## config.mk

```make
export PLATFORM = sky130hd
export DESIGN_NAME = start_watchdog_flat
export DESIGN_NICKNAME = d
export VERILOG_FILES = /design/src/rtl/start_watchdog_if.sv /design/src/rtl/start_watchdog.sv /design/src/flat_wrapper.sv
export SDC_FILE = /design/constraint.sdc
export NUM_CORES = 1
export LEC_CHECK = 0
export ABC_CLOCK_PERIOD_IN_PS = 2320
export CAP_MARGIN = 20
export CORE_UTILIZATION = 51
export CTS_BUF_LIST = sky130_fd_sc_hd__clkbuf_8
export CTS_CLUSTER_DIAMETER = 60
export DETAILED_ROUTE_END_ITERATION = 12
export GPL_TIMING_DRIVEN = 0
export PLACE_DENSITY = 0.79
export SLEW_MARGIN = 10
export SYNTH_ARGS = -nofsm -noshare
export SYNTH_HDL_FRONTEND = slang
export SYNTH_SLANG_ARGS = --single-unit
```

## constraint.sdc

```tcl
create_clock -name clk -period 2.32 [get_ports clk]
set_clock_uncertainty 0.15 [all_clocks]
set_input_delay 0.464 -clock clk [delete_from_list [all_inputs] [get_ports clk]]
set_output_delay 0.464 -clock clk [all_outputs]
set_load 0.01 [all_outputs]
```

## src/rtl/start_watchdog_if.sv

```systemverilog
`timescale 1ns/1ps
// Purpose : handshake/status bundle between a start_watchdog and its controller.
// Latency : n/a (wires only).
// Backpressure: none; arm is a single-cycle request, all status outputs are levels or pulses.
//
// Signals
//   arm        controller -> watchdog  open a new observation window
//   start      controller -> watchdog  monitored signal
//   busy       watchdog -> controller  window open
//   first_seen watchdog -> controller  pulse on first hit of a window
//   first_lat  watchdog -> controller  1-based sample index of first hit
//   done       watchdog -> controller  pulse when the window closes
//   pass/fail  watchdog -> controller  verdict of last closed window
//   hit_cnt    watchdog -> controller  number of window samples with start=1
interface start_watchdog_if #(
  parameter int CNT_W = 8
);
  logic             arm;
  logic             start;
  logic             busy;
  logic             first_seen;
  logic [CNT_W-1:0] first_lat;
  logic             done;
  logic             pass;
  logic             fail;
  logic [CNT_W-1:0] hit_cnt;

  modport master (
    output arm, start,
    input  busy, first_seen, first_lat, done, pass, fail, hit_cnt
  );

  modport slave (
    input  arm, start,
    output busy, first_seen, first_lat, done, pass, fail, hit_cnt
  );
endinterface

```

## src/rtl/start_watchdog.sv

```systemverilog
`timescale 1ns/1ps
// Purpose : watches 'start' for WINDOW cycles after an arm and reports whether it was ever seen.
// Latency : arm -> done is WINDOW+1 cycles; first_seen one cycle after the hitting sample.
// Backpressure: none; arm is ignored while a window is open.
//
// Ports: clk, rst_n (async, active-low), wd (start_watchdog_if.slave: arm/start in,
//        busy/first_seen/first_lat/done/pass/fail/hit_cnt out).
// Build option: START_WD_HITCNT_EN -- when defined a saturating hit counter drives hit_cnt;
//        otherwise hit_cnt is tied to 0 and pass/fail come from a 1-bit any-hit flag.
module start_watchdog #(
  parameter int WINDOW = 20,
  parameter int CNT_W  = 8
) (
  input  logic           clk,
  input  logic           rst_n,
  start_watchdog_if.slave wd
);

  localparam int                 CYC_W   = 8;
  localparam logic [CYC_W-1:0]   WIN_C   = CYC_W'(WINDOW);
  localparam logic [CNT_W-1:0]   CNT_MAX = '1;

  typedef enum logic [1:0] {
    IDLE = 2'd0,
    WAIT = 2'd1,
    PASS = 2'd2,
    FAIL = 2'd3
  } state_t;

  state_t           state_q, state_d;
  logic [CYC_W-1:0] cyc_q, cyc_d;
  logic [CYC_W-1:0] samp_idx;
  logic             busy_q, busy_d;
  logic             first_seen_q, first_seen_d;
  logic [CNT_W-1:0] first_lat_q, first_lat_d;
  logic             done_q, done_d;
  logic             pass_q, pass_d;
  logic             fail_q, fail_d;
  logic             seen;

`ifdef START_WD_HITCNT_EN
  logic [CNT_W-1:0] hit_q, hit_d;
  // A saturating counter never returns to zero, so nonzero means "already hit".
  assign seen = (hit_q != '0);
`else
  logic any_q, any_d;
  assign seen = any_q;
`endif

  always_comb begin
    state_d      = state_q;
    cyc_d        = cyc_q;
    first_seen_d = 1'b0;
    first_lat_d  = first_lat_q;
    done_d       = 1'b0;
    pass_d       = pass_q;
    fail_d       = fail_q;
`ifdef START_WD_HITCNT_EN
    hit_d        = hit_q;
`else
    any_d        = any_q;
`endif
    // cyc_q holds samples already taken, so this edge takes sample cyc_q+1.
    samp_idx     = cyc_q + 1'b1;

    case (state_q)
      WAIT: begin
        cyc_d = samp_idx;
        if (wd.start) begin
          if (!seen) begin
            first_seen_d = 1'b1;
            first_lat_d  = CNT_W'(samp_idx);
          end
`ifdef START_WD_HITCNT_EN
          if (hit_q != CNT_MAX) hit_d = hit_q + 1'b1;
`else
          any_d = 1'b1;
`endif
        end
        // Verdict includes the final sample itself, hence the OR with start.
        if (samp_idx == WIN_C) begin
          done_d = 1'b1;
          if (seen || wd.start) begin
            state_d = PASS;
            pass_d  = 1'b1;
          end else begin
            state_d = FAIL;
            fail_d  = 1'b1;
          end
        end
      end
      default: begin
        // IDLE, PASS and FAIL all accept a new arm; arm during WAIT falls through above.
        if (wd.arm) begin
          state_d     = WAIT;
          cyc_d       = '0;
          first_lat_d = '0;
          pass_d      = 1'b0;
          fail_d      = 1'b0;
`ifdef START_WD_HITCNT_EN
          hit_d       = '0;
`else
          any_d       = 1'b0;
`endif
        end
      end
    endcase

    busy_d = (state_d == WAIT);
  end

  always_ff @(posedge clk or negedge rst_n) begin
    if (!rst_n) begin
      state_q      <= IDLE;
      cyc_q        <= '0;
      busy_q       <= 1'b0;
      first_seen_q <= 1'b0;
      first_lat_q  <= '0;
      done_q       <= 1'b0;
      pass_q       <= 1'b0;
      fail_q       <= 1'b0;
`ifdef START_WD_HITCNT_EN
      hit_q        <= '0;
`else
      any_q        <= 1'b0;
`endif
    end else begin
      state_q      <= state_d;
      cyc_q        <= cyc_d;
      busy_q       <= busy_d;
      first_seen_q <= first_seen_d;
      first_lat_q  <= first_lat_d;
      done_q       <= done_d;
      pass_q       <= pass_d;
      fail_q       <= fail_d;
`ifdef START_WD_HITCNT_EN
      hit_q        <= hit_d;
`else
      any_q        <= any_d;
`endif
    end
  end

  assign wd.busy       = busy_q;
  assign wd.first_seen = first_seen_q;
  assign wd.first_lat  = first_lat_q;
  assign wd.done       = done_q;
  assign wd.pass       = pass_q;
  assign wd.fail       = fail_q;
`ifdef START_WD_HITCNT_EN
  assign wd.hit_cnt    = hit_q;
`else
  assign wd.hit_cnt    = '0;
`endif

endmodule

```

## src/flat_wrapper.sv

```systemverilog
// flat-port wrapper written by rule: the top's interface ports become plain ports
module start_watchdog_flat 
#(
  parameter int WINDOW = 20,
  parameter int CNT_W  = 8
)
  (clk, rst_n, wd_arm, wd_start, wd_busy, wd_first_seen, wd_first_lat, wd_done, wd_pass, wd_fail, wd_hit_cnt);
  start_watchdog_if #(.CNT_W(CNT_W)) wd_i ();
  input  logic clk;
  input  logic rst_n;
  input wire logic [$bits(wd_i.arm)-1:0] wd_arm;
  input wire logic [$bits(wd_i.start)-1:0] wd_start;
  output wire logic [$bits(wd_i.busy)-1:0] wd_busy;
  output wire logic [$bits(wd_i.first_seen)-1:0] wd_first_seen;
  output wire logic [$bits(wd_i.first_lat)-1:0] wd_first_lat;
  output wire logic [$bits(wd_i.done)-1:0] wd_done;
  output wire logic [$bits(wd_i.pass)-1:0] wd_pass;
  output wire logic [$bits(wd_i.fail)-1:0] wd_fail;
  output wire logic [$bits(wd_i.hit_cnt)-1:0] wd_hit_cnt;
  assign wd_i.arm = wd_arm;
  assign wd_i.start = wd_start;
  assign wd_busy = wd_i.busy;
  assign wd_first_seen = wd_i.first_seen;
  assign wd_first_lat = wd_i.first_lat;
  assign wd_done = wd_i.done;
  assign wd_pass = wd_i.pass;
  assign wd_fail = wd_i.fail;
  assign wd_hit_cnt = wd_i.hit_cnt;
  start_watchdog #(.WINDOW(WINDOW), .CNT_W(CNT_W)) u_core (.clk(clk), .rst_n(rst_n), .wd(wd_i));
endmodule
```

# Yosys cells after proc, flatten, opt, wreduce, memory -nomap -nowiden
# Cells that the tools add are included.
# op_classes
n_reduce_logical	6
n_mux	23
add_sub_neg	1
eq_ne	8
# ops
cell	n
$mux 8	5
$mux 1	15
$reduce_and 3->1	3
$add 8x1->8 const B	1
$eq 8x5->1 const B	1
$mux 2	3
$ne 2x2->1 const B	3
$eq 2x1->1 const B	2
$ne 2x1->1 const B	2
$reduce_and 2->1	1
$reduce_bool 2->1	1
$logic_or 1x1->1	1
# word_totals
reg_bits	24
in_bits	4
output_inout_bits	21
elab_cells	47

# Logic depth before layout (Yosys ltp)
# depth
ltp_word	5
ltp_mapped	6
mapped_depth_nobuf	5

# Worst setup path before layout
# No wires, ideal clock.
# synth_timing
path_type	reg2reg
start	reg u_core.cyc_q[0]
end	reg u_core.fail_q, in the netlist u_core.wd.fail
setup_ns	0.066
stages_incl_launch_ff	6
path_slack_ns	0.621
t_arrival_ns	1.483
path_buffers	1
synth_period_minus_slack_ns	1.699
required_time_ns	2.104
path_cell_list	dfrtp_1 and3_1 buf_6 a211o_2 a211oi_4 a22o_1
# synth_via
elab_chain_cells	4
# synth_rtl
element	line_no	text
from (decl)	start_watchdog.sv:31	logic [CYC_W-1:0] cyc_q, cyc_d;
from (signal assigned)	start_watchdog.sv:129	cyc_q <= cyc_d;
$add 8x1->8	start_watchdog.sv:64	samp_idx = cyc_q + 1'b1;
$eq 8x5->1	start_watchdog.sv:81	if (samp_idx == WIN_C) begin
$ne 2x1->1 (no source line)	n/a	
$reduce_and 3->1 (no source line)	n/a	
to (signal assigned)	start_watchdog.sv:135	fail_q <= fail_d;
to (decl)	start_watchdog.sv:38	logic fail_q, fail_d;
# Every way passes these cells.
# A chain may end at the register's enable or synchronous reset.

# Worst setup path in the final report
# layout_timing
start	reg u_core.cyc_q[0]
end	reg u_core.state_q[0]
# layout_via
elab_chain_cells	4
# layout_rtl
element	line_no	text
$add 8x1->8	start_watchdog.sv:64	
$eq 8x5->1	start_watchdog.sv:81	
$mux 2	start_watchdog.sv:81	
$mux 2	start_watchdog.sv:66	case (state_q)
net u_core.state_d[0]	start_watchdog.sv:30	state_t state_q, state_d;
to (signal assigned)	start_watchdog.sv:128	state_q <= state_d;
to (decl)	start_watchdog.sv:30	
# The timed path passes the listed nets, and every way through them passes these cells.

==> out/results.tsv <==
metric	value	unit
DR WL/cell	12.5	um
fmax	0.536	GHz
cts hold-fix bufs	0	
clock buffer count from CTS	3	
Top FF cell, synth	dfrtp_1	
first-pass GRT wire length	3.56	mm
CP required	2.30	ns
ranking of synthesized cells by area	dfrtp_1 53%, o21ai_0 7.1%, buf_4 5.3%	
FF/Latch Area	601	sq um
cells along the critical path	and3_1 -> buf_6 -> a211o_2 -> a211oi_4 -> a21oi_1	
Worst-path clk slew	0.08	ns
Die Wd	49.1	um
Post-synth EDFFs	0	
ys async rst share	100	%
Fin Setup TNS	0	ns
Post-CTS Setup Inserts	0	
largest net degree at the start of global routing	25	
hold crit path type	flop to flop	
full die area	2420	sq um
CP max stage delay	0.43	ns
Setup crit end kind	flop	
FP Rows	16	
syn_area_per_cell	10.0	sq um
final hold vios	0	
Die H	49.1	um
cells after synthesis	113	
worst endpoint data arrival time	1.84	ns
top cell type by total area after synthesis	dfrtp_1	
CP Launch Type	flop	
CP max-delay cell	dfrtp_1	
# DRC	0	
Core Footprint	2020	sq um
ANT nets after route	0	
Initial Util	56.1	%
area delta synth->final	24.4	%
PortBufs	16	
GRT Overall Usage	19.0	%
hpwl dp	1.51	mm
Synthesis Warnings	0	
mapped cell area	1130	sq um
IO Pins	25	
P_leak	0.000648	uW
area occupied by multi-input gates	453	sq um
CTS Buffer Depth	2	
VDD IR max	0.643	mV
Hold WS	0.349	ns
most common cell in the netlist	dfrtp_1	
Filler Cells Inserted	160	
final setup violation count	0	
Via density	5.08	
Final nets	147	
Slew headroom	64.3	%
Seq/Total Area, Yosys	53.0	%
H-tree levels	1	
TritonCTS clock tree	built	
RSZ-0062 raised after global routing	no	
max-cap viol count	0	
routability congestion estimate	0.824	
Worst-Margin Slew	0.533	ns
post-layout min period	1.87	ns
n_diodes	0	
PD cells	1120	nW/um^2
crit-path max FO	7	
critical path type	flop to flop	
reg2reg setup slack	0.45	ns
share of the synthesized area in the top cell type	53.0	%
violation count after the first detailed-route iteration	14	
top cells by instance count after synthesis	24 x dfrtp_1, 16 x o21ai_0, 11 x nand3_1	
Tcrit/Tclk final	80.4	%
clock root buffer	clkbuf_8	
Final Max Slew Viols	0	
CP bufs+invs	1	
Clock Sinks	24	
outcome	finished, final reports clean	
Clock Latency Late Sink	0.27	ns
Final Power	1580	uW
GRT Residual Overflow	0	
Vias	848	
Pre-antenna DRT Iters	4	
post-synthesis cell type count	30	
number of global-route vias before repair	816	
routed wire length	2.08	mm
initial antenna violation count	0	
CP delay by family, top	compound AO/OA/AOI/OAI gates	
PostCTS Resize Cnt	0	
FF+latch count, synth	24	
fraction of layout cells with a size suffix above 1	12.9	%
layout make-up:
class                   instances  area share [%]
multi-input cells              78            32.1
clock buffers                   3            2.93
inverters                       5            1.33
repair buffers                 17            12.4
flip-flops and latches         24            42.6
well taps                      27            2.40
plain buffers                  13            6.21
cell families after synthesis:
| family | count (synthesis) | share of synthesized area, % |
|---|---|---|
| flip-flops | 24 | 53.0 |
| other | 1 | 0.331 |
| buffers and inverters | 18 | 9.38 |
| XOR/XNOR | 6 | 4.64 |
| adder cells (fa/ha/maj) | 1 | 1.10 |
| AND/OR/NAND/NOR | 34 | 15.2 |
| AO/OA/AOI/OAI | 29 | 16.3 |
layer usage:
metal	routed length (um)	global-route usage (%)
met4	34	9.31
met3	52	1.87
met5	0	0
met1	988	26.2
met2	1010	29.9
report_power, final:
| part | internal, uW | switching [uW] | leakage (uW) | total [uW] |
|---|---|---|---|---|
| clock network | 116 | 124 | 0.0000216 | 240 |
| registers | 564 | 124 | 0.000307 | 688 |
| logic | 318 | 333 | 0.000320 | 651 |
worst min-delay path, stage by stage, from the launching register on:
cell and delay (ns):
dfrtp_1 0.34, nand3_1 0.06, o21ai_0 0.06
metrics by stage:
| stage | cell area [sq um] | setup slack (ns) | utilization [%] | std cells |
|---|---|---|---|---|
| final | 1410 | 0.455 | 69.7 | 167 |
| after global routing | 1410 | 0.384 | 69.7 | 167 |
| after CTS | 1400 | 0.477 | 69.0 | 166 |
| after detailed placement | 1350 | 0.289 | 67.0 | 163 |
| after global placement | 1350 | 0.334 | 67.0 | 163 |
| after floorplan | 1160 | 0.621 | - | 120 |
layout by cell type (no fill, tap or decap), types with 2 or more instances in the layout:
cell and n:
dfrtp_1 24, o21ai_0 16, clkdlybuf4s50_1 16, nand3_1 11, buf_4 8, conb_1 8, nand2_1 7, nor2_1 7
inv_1 5, a21oi_1 4, xnor2_1 4, clkbuf_1 3, a22o_1 3, clkbuf_8 3, xor2_1 2, o31ai_1 2
path summary, 6_finish.rpt:
path | to | cells past startpoint | start
setup / recovery | u_core.state_q[0]$_DFF_PN0_ | 5 | u_core.cyc_q[0]$_DFFE_PN0P_
hold / removal | u_core.wd.first_lat[7]$_DFFE_PN0P_ | 2 | u_core.wd.first_lat[7]$_DFFE_PN0P_
setup reg to reg | u_core.state_q[0]$_DFF_PN0_ | 5 | u_core.cyc_q[0]$_DFFE_PN0P_
hold reg to reg | u_core.wd.first_lat[7]$_DFFE_PN0P_ | 2 | u_core.wd.first_lat[7]$_DFFE_PN0P_
max in group asynchronous | u_core.wd.busy$_DFF_PN0_ | 2 | rst_n
min in group asynchronous | u_core.wd.first_seen$_DFF_PN0_ | 1 | rst_n
flip-flops by register name, summed over array words and instances, names as in the netlist:
signal                count
u_core.any_q              1
u_core.cyc_q              8
u_core.state_q            2
u_core.wd.busy            1
u_core.wd.done            1
u_core.wd.fail            1
u_core.wd.first_lat       8
u_core.wd.first_seen      1
u_core.wd.pass            1
(Power assumes the default switching activity.)
